[src/rtl/input_debouncer.sv]
// Two-channel switch debouncer: 2-flop synchronizer plus a stable-count filter per channel.
// Optional rise-pulse outputs are built when INPUT_DEBOUNCER_RISE_EN is defined.
module input_debouncer #(
    parameter int unsigned STABLE_CYCLES = 50000
) (
    input  logic clk,
    input  logic rst,
    input  logic a_raw,
    input  logic b_raw,
    output logic a_db,
    output logic b_db
`ifdef INPUT_DEBOUNCER_RISE_EN
    ,
    output logic a_rise,
    output logic b_rise
`endif
);

    localparam int unsigned      CNT_W    = $clog2(STABLE_CYCLES + 1);
    localparam logic [CNT_W-1:0] CNT_ZERO = '0;
    localparam logic [CNT_W-1:0] CNT_ONE  = CNT_W'(1);
    localparam logic [CNT_W-1:0] CNT_LAST = CNT_W'(STABLE_CYCLES - 1);

    localparam logic [0:0] ST_STABLE   = 1'b0;
    localparam logic [0:0] ST_COUNTING = 1'b1;

    logic [1:0] raw;
    logic [1:0] db;

    assign raw  = {b_raw, a_raw};
    assign a_db = db[0];
    assign b_db = db[1];

`ifdef INPUT_DEBOUNCER_RISE_EN
    logic [1:0] rise;

    assign a_rise = rise[0];
    assign b_rise = rise[1];
`endif

    // Channels share nothing; each generate instance owns its full pipeline.
    for (genvar ch = 0; ch < 2; ch++) begin : g_ch
        logic             sync1_q;
        logic             sync2_q;
        logic [0:0]       state_q;
        logic [0:0]       state_d;
        logic [CNT_W-1:0] cnt_q;
        logic [CNT_W-1:0] cnt_d;
        logic             db_q;
        logic             db_d;

        always_ff @(posedge clk or posedge rst) begin
            if (rst) begin
                sync1_q <= 1'b0;
                sync2_q <= 1'b0;
            end else begin
                sync1_q <= raw[ch];
                sync2_q <= sync1_q;
            end
        end

        always_comb begin
            state_d = state_q;
            cnt_d   = cnt_q;
            db_d    = db_q;
            case (state_q)
                ST_STABLE: begin
                    cnt_d = CNT_ZERO;
                    if (sync2_q != db_q) begin
                        state_d = ST_COUNTING;
                        cnt_d   = CNT_ONE;
                    end
                end
                ST_COUNTING: begin
                    if (sync2_q == db_q) begin
                        // Input fell back before the window closed: drop the glitch.
                        state_d = ST_STABLE;
                        cnt_d   = CNT_ZERO;
                    end else if (cnt_q == CNT_LAST) begin
                        state_d = ST_STABLE;
                        cnt_d   = CNT_ZERO;
                        db_d    = sync2_q;
                    end else begin
                        cnt_d = cnt_q + CNT_ONE;
                    end
                end
                default: begin
                    state_d = ST_STABLE;
                    cnt_d   = CNT_ZERO;
                end
            endcase
        end

        always_ff @(posedge clk or posedge rst) begin
            if (rst) begin
                state_q <= ST_STABLE;
                cnt_q   <= CNT_ZERO;
                db_q    <= 1'b0;
            end else begin
                state_q <= state_d;
                cnt_q   <= cnt_d;
                db_q    <= db_d;
            end
        end

        assign db[ch] = db_q;

`ifdef INPUT_DEBOUNCER_RISE_EN
        logic rise_q;

        // Registered alongside db so the pulse lines up with the 0->1 edge of db.
        always_ff @(posedge clk or posedge rst) begin
            if (rst) begin
                rise_q <= 1'b0;
            end else begin
                rise_q <= db_d & ~db_q;
            end
        end

        assign rise[ch] = rise_q;
`endif
    end

endmodule

[config.mk]
export PLATFORM = sky130hd
export DESIGN_NAME = input_debouncer
export DESIGN_NICKNAME = d
export VERILOG_FILES = /design/src/rtl/input_debouncer.sv
export SDC_FILE = /design/constraint.sdc
export NUM_CORES = 1
export LEC_CHECK = 0
export CELL_PAD_IN_SITES_DETAIL_PLACEMENT = 1
export CELL_PAD_IN_SITES_GLOBAL_PLACEMENT = 2
export CORE_ASPECT_RATIO = 0.6
export CORE_MARGIN = 1
export CORE_UTILIZATION = 30
export CTS_BUF_LIST = sky130_fd_sc_hd__clkbuf_8
export DETAILED_ROUTE_END_ITERATION = 16
export PLACE_DENSITY = 0.66
export SYNTH_ARGS = -nofsm -noshare
export SYNTH_HDL_FRONTEND = slang
export SYNTH_SLANG_ARGS = --single-unit
[constraint.sdc]
create_clock -name clk -period 1.8 [get_ports clk]
set_clock_uncertainty 0.15 [all_clocks]
set_input_delay 0.36 -clock clk [delete_from_list [all_inputs] [get_ports clk]]
set_output_delay 0.36 -clock clk [all_outputs]
set_load 0.01 [all_outputs]
# After elaboration in Yosys (flattened, before gate mapping)
# Index checks and enable logic that the tools add are counted.
# totals
reg_bits,40
inputBits,4
output_inout_bits,2
wordCells,40
# classes
add_sub_neg,2
eq_ne,6
muxes,16
bitwise_logic,4
n_reduce_logical,2
# ops
op,n
$mux W16,4
$pmux W16 S2,2
$add A16 B1 Y16 const B,2
$eq A16 B16 Y1 const B,2
$mux W1,8
$reduce_and A3 Y1,2
$not A1 Y1,4
$pmux W1 S2,2
$eq A1 B1 Y1,2
$ne A1 B1 Y1,2

# Logic depth before layout (Yosys ltp)
# logic_depth
word_depth,4
ltp_mapped,7
depth_no_buf,5

# Least setup slack after synthesis
# Ideal clock, no wire load.
# synth_timing
kind,reg2reg
start,register g_ch[0].cnt_q[10]
end,"register g_ch[0].db_q, in the netlist a_db"
setup_ns,0.125
arrival_time_ns,1.638
required_ns,1.525
setup_slack_ns,-0.113
path_stages_with_launch,5
n_path_buf,0
synth_period_minus_slack_ns,1.913
path_cell_list,dfrtp_1 > or4b_1 > nor4_2 > nand2_1 > mux2_4
# synth_via
elab_chain_len,2
# synth_lines
item,line,source
from (decl),47,logic [CNT_W-1:0] cnt_q;
from (signal assigned),101,cnt_q <= cnt_d;
$eq A16 B16 Y1,79,end else if (cnt_q == CNT_LAST) begin
$reduce_and A3 Y1 (no line),-,
to (signal assigned),98,db_q <= 1'b0;
to (signal assigned),102,db_q <= db_d;
to (decl),49,logic db_q;
# No other way between the ends.
# A chain may end at the register's enable or synchronous reset.

# Worst setup path after layout
# layout_timing
start,register g_ch[0].cnt_q[12]
end,"register g_ch[0].db_q, in the netlist a_db"
# Same word-level chain as after synthesis.

==> metrics.cfg <==
[run_status]
outcome=finished with violations
violations=negative setup slack

[clock_tree]
clkTransAtPathRegs_ns=0.07
hold_buffers=0
cts_buffers=5
clk-insertion-delay-late_ns=0.29
h-tree-depth=2
cts_tree=built
cts.sinks=40
cts_buffer_depth=2
cts-root-buf=clkbuf_8

[setup_path]
critical_path_class=reg -> reg
cp.arrival_ns=1.97
crit_path_max_fanout=3
critPathCaptureType=flip-flop
cp.required_ns=1.82
startpoint_type=flip-flop

[sta]
tightest_slew_ns=0.529
final-setup-viol-count=17
hold_violations=0
tns_ns=-1.99
finalCritPeriodShare=1.08
fin_ws_ns=-0.146
grt_setup_unrepaired=true
slew_headroom=0.644
fin_hold_ws_ns=0.210
period_minus_slack_ns=1.95
fmax_mhz=514
maxSlewViolCount=0

[synth]
muxShareOfSynthArea=0.0138
async_flop_share=1.00
yosys.area_share.simple=0.265
synthesis.area_per_instance_um2=10.6
synthAdderAreaFrac=0.0132
synth_xor_area_frac=0.138
synthCells=180
synth_flop_cell=dfrtp_1
synth_compound_area_frac=0.00856
ys_seq_elements=40
synth_edf_count=0
yosys_warnings=0
syn_nets=186
synth_cell_type_count=28
ys_seq_area_frac=0.527
synth_area_mm2=0.00190
synth_top_family_by_area=simple AND/OR/NAND/NOR gates

[floorplanning]
die_area_mm2=0.00666
die_x_um=105
initial_core_util=0.311
core_mm2=0.00611
die_h_um=63.6
row_count=22
io_pins=6

[grt]
grt_pass1_wl_um=8070
antenna_found_initial=0
grtUsageTotal=0.156
grt_start_max_net_pins=41
grt_pass1_vias=1624
grt_overflow_total=0

[drt]
ant_nets=0
firstDrtPassIters=4
drc=0
vias=1439
wl_per_cell_um=15.1
drt_wl_total_um=4650
via_per_inst=4.67
dr.first_iter.drc_count=73

[layout]
area_growth_pct=34.3
drive_above_1_share=0.317
fillers=697
nNetsFinal=229
diodes=0

[power_and_ir_drop]
powerDensity_mw_per_mm2=633
total_power_w=0.00161
p_leak_nw=1.01
max-vdd-ir-drop_v=0.000308

[placed_design]
dp_hpwl_um=3280
port_buffers=5
gp_congestion=0.811

[hold_path]
hold_path.class=reg -> reg

[job]
max_cap_viol_count=0

final cells by class:
cell class              count  area [um^2]  area share
inverters                   8         30.0      0.0118
clock inverters             2         7.51     0.00294
multi-input cells         129          977       0.383
repair buffers             39          348       0.136
well taps                  84          105      0.0412
clock buffers               6         82.6      0.0324
flip-flops and latches     40         1000       0.392
synth_stat cells (2+ instances only):
master	number	area, um^2
xnor2_1	26	228
inv_1	8	30.0
and3_1	5	31.3
or4bb_1	2	22.5
nand2_1	10	37.5
nor4_1	10	62.6
ha_1	2	25.0
nor3_1	7	35.0
dfrtp_1	40	1000
nor4b_1	2	17.5
nor2_2	10	62.6
xor2_1	4	35.0
nand3_1	10	50.1
nand4_1	7	43.8
nor2_1	24	90.1
what timing repair did:
action                                  4_1_cts  5_1_grt
gates resized for setup                       5       24
pin swaps                                     3       13
cloned                                        0        1
endpoints found under the setup margin       18       24
buffers inserted                              0        5
per-layer routing:
layer	vias to the layer above	track usage	wire length, um
li1	699	-	-
met1	717	0.227	2520
met2	21	0.234	1970
met3	2	0.0342	133
met4	0	0.0405	29
met5	-	0	0
worst max-delay path, stage by stage, from the launching register on:
cell and delay (ns):
dfrtp_1 0.38, or4bb_4 0.55, nor4_4 0.34, nand2_2 0.11
mux2_4 0.30
where the power goes:
part	switching, W	leakage, nW	total (W)	internal, W
logic	0.0000529	0.419	0.0000902	0.0000372
clock network	0.000302	0.0538	0.000604	0.000302
registers	0.00000939	0.541	0.000920	0.000911
logic make-up (layout without fill, tap and decap cells):
| logic type | after synthesis | count (layout) |
|---|---|---|
| buffers and inverters | 11 | 55 |
| xor gates and xnor gates | 30 | 30 |
| and+or+nand+nor | 93 | 93 |
| DFF | 40 | 40 |
| AOI/OAI and AO/OA | 2 | 2 |
| muxes | 2 | 2 |
| adders and majority gates | 2 | 2 |
path summary, 6_finish.rpt:
check | start | endpoint | slack [ns] | cells past startpoint
worst max-delay path | g_ch[0].cnt_q[12] | a_db | -0.15 | 4
worst min register to register | g_ch[1].sync1_q | g_ch[1].sync2_q | 0.21 | 0
worst max register to register | g_ch[0].cnt_q[12] | a_db | -0.15 | 4
max in group asynchronous | rst | g_ch[0].cnt_q[14] | 1.00 | 3
min in group asynchronous | rst | g_ch[0].cnt_q[0] | 0.29 | 3
worst min-delay path | g_ch[1].sync1_q | g_ch[1].sync2_q | 0.21 | 0
layout by cell type, fill, tap and decap left out, types with 2 or more instances in the layout:
master	count
and3_1	5
buf_4	31
dfrtp_1	40
nor2_2	6
ha_1	2
mux2_4	2
clkbuf_8	6
xor2_1	4
clkdlybuf4s50_1	5
nand3_1	9
nand2_1	9
nor2_1	20
inv_1	10
nor3_1	7
xnor2_1	26
nor4_1	5
buf_12	2
nor2_4	8
nand4_1	7
nor4_2	5
stage by stage:
step / worst slack (ns) / util / cells / cell area (um^2)
after global placement: -0.144 / 0.369 / 294 / 2250
after CTS: -0.146 / 0.389 / 302 / 2380
final: -0.146 / 0.417 / 308 / 2550
after floorplan: -0.0550 / - / 180 / 1900
after detailed placement: -0.188 / 0.369 / 294 / 2250
after global routing: -0.216 / 0.417 / 308 / 2550
state kept, by name, indices dropped and copies added (netlist names):
signal,flops
a_db,1
b_db,1
g_ch.cnt_q,32
g_ch.state_q,2
g_ch.sync1_q,2
g_ch.sync2_q,2
No activity file was read; power rests on OpenSTA's default activity.
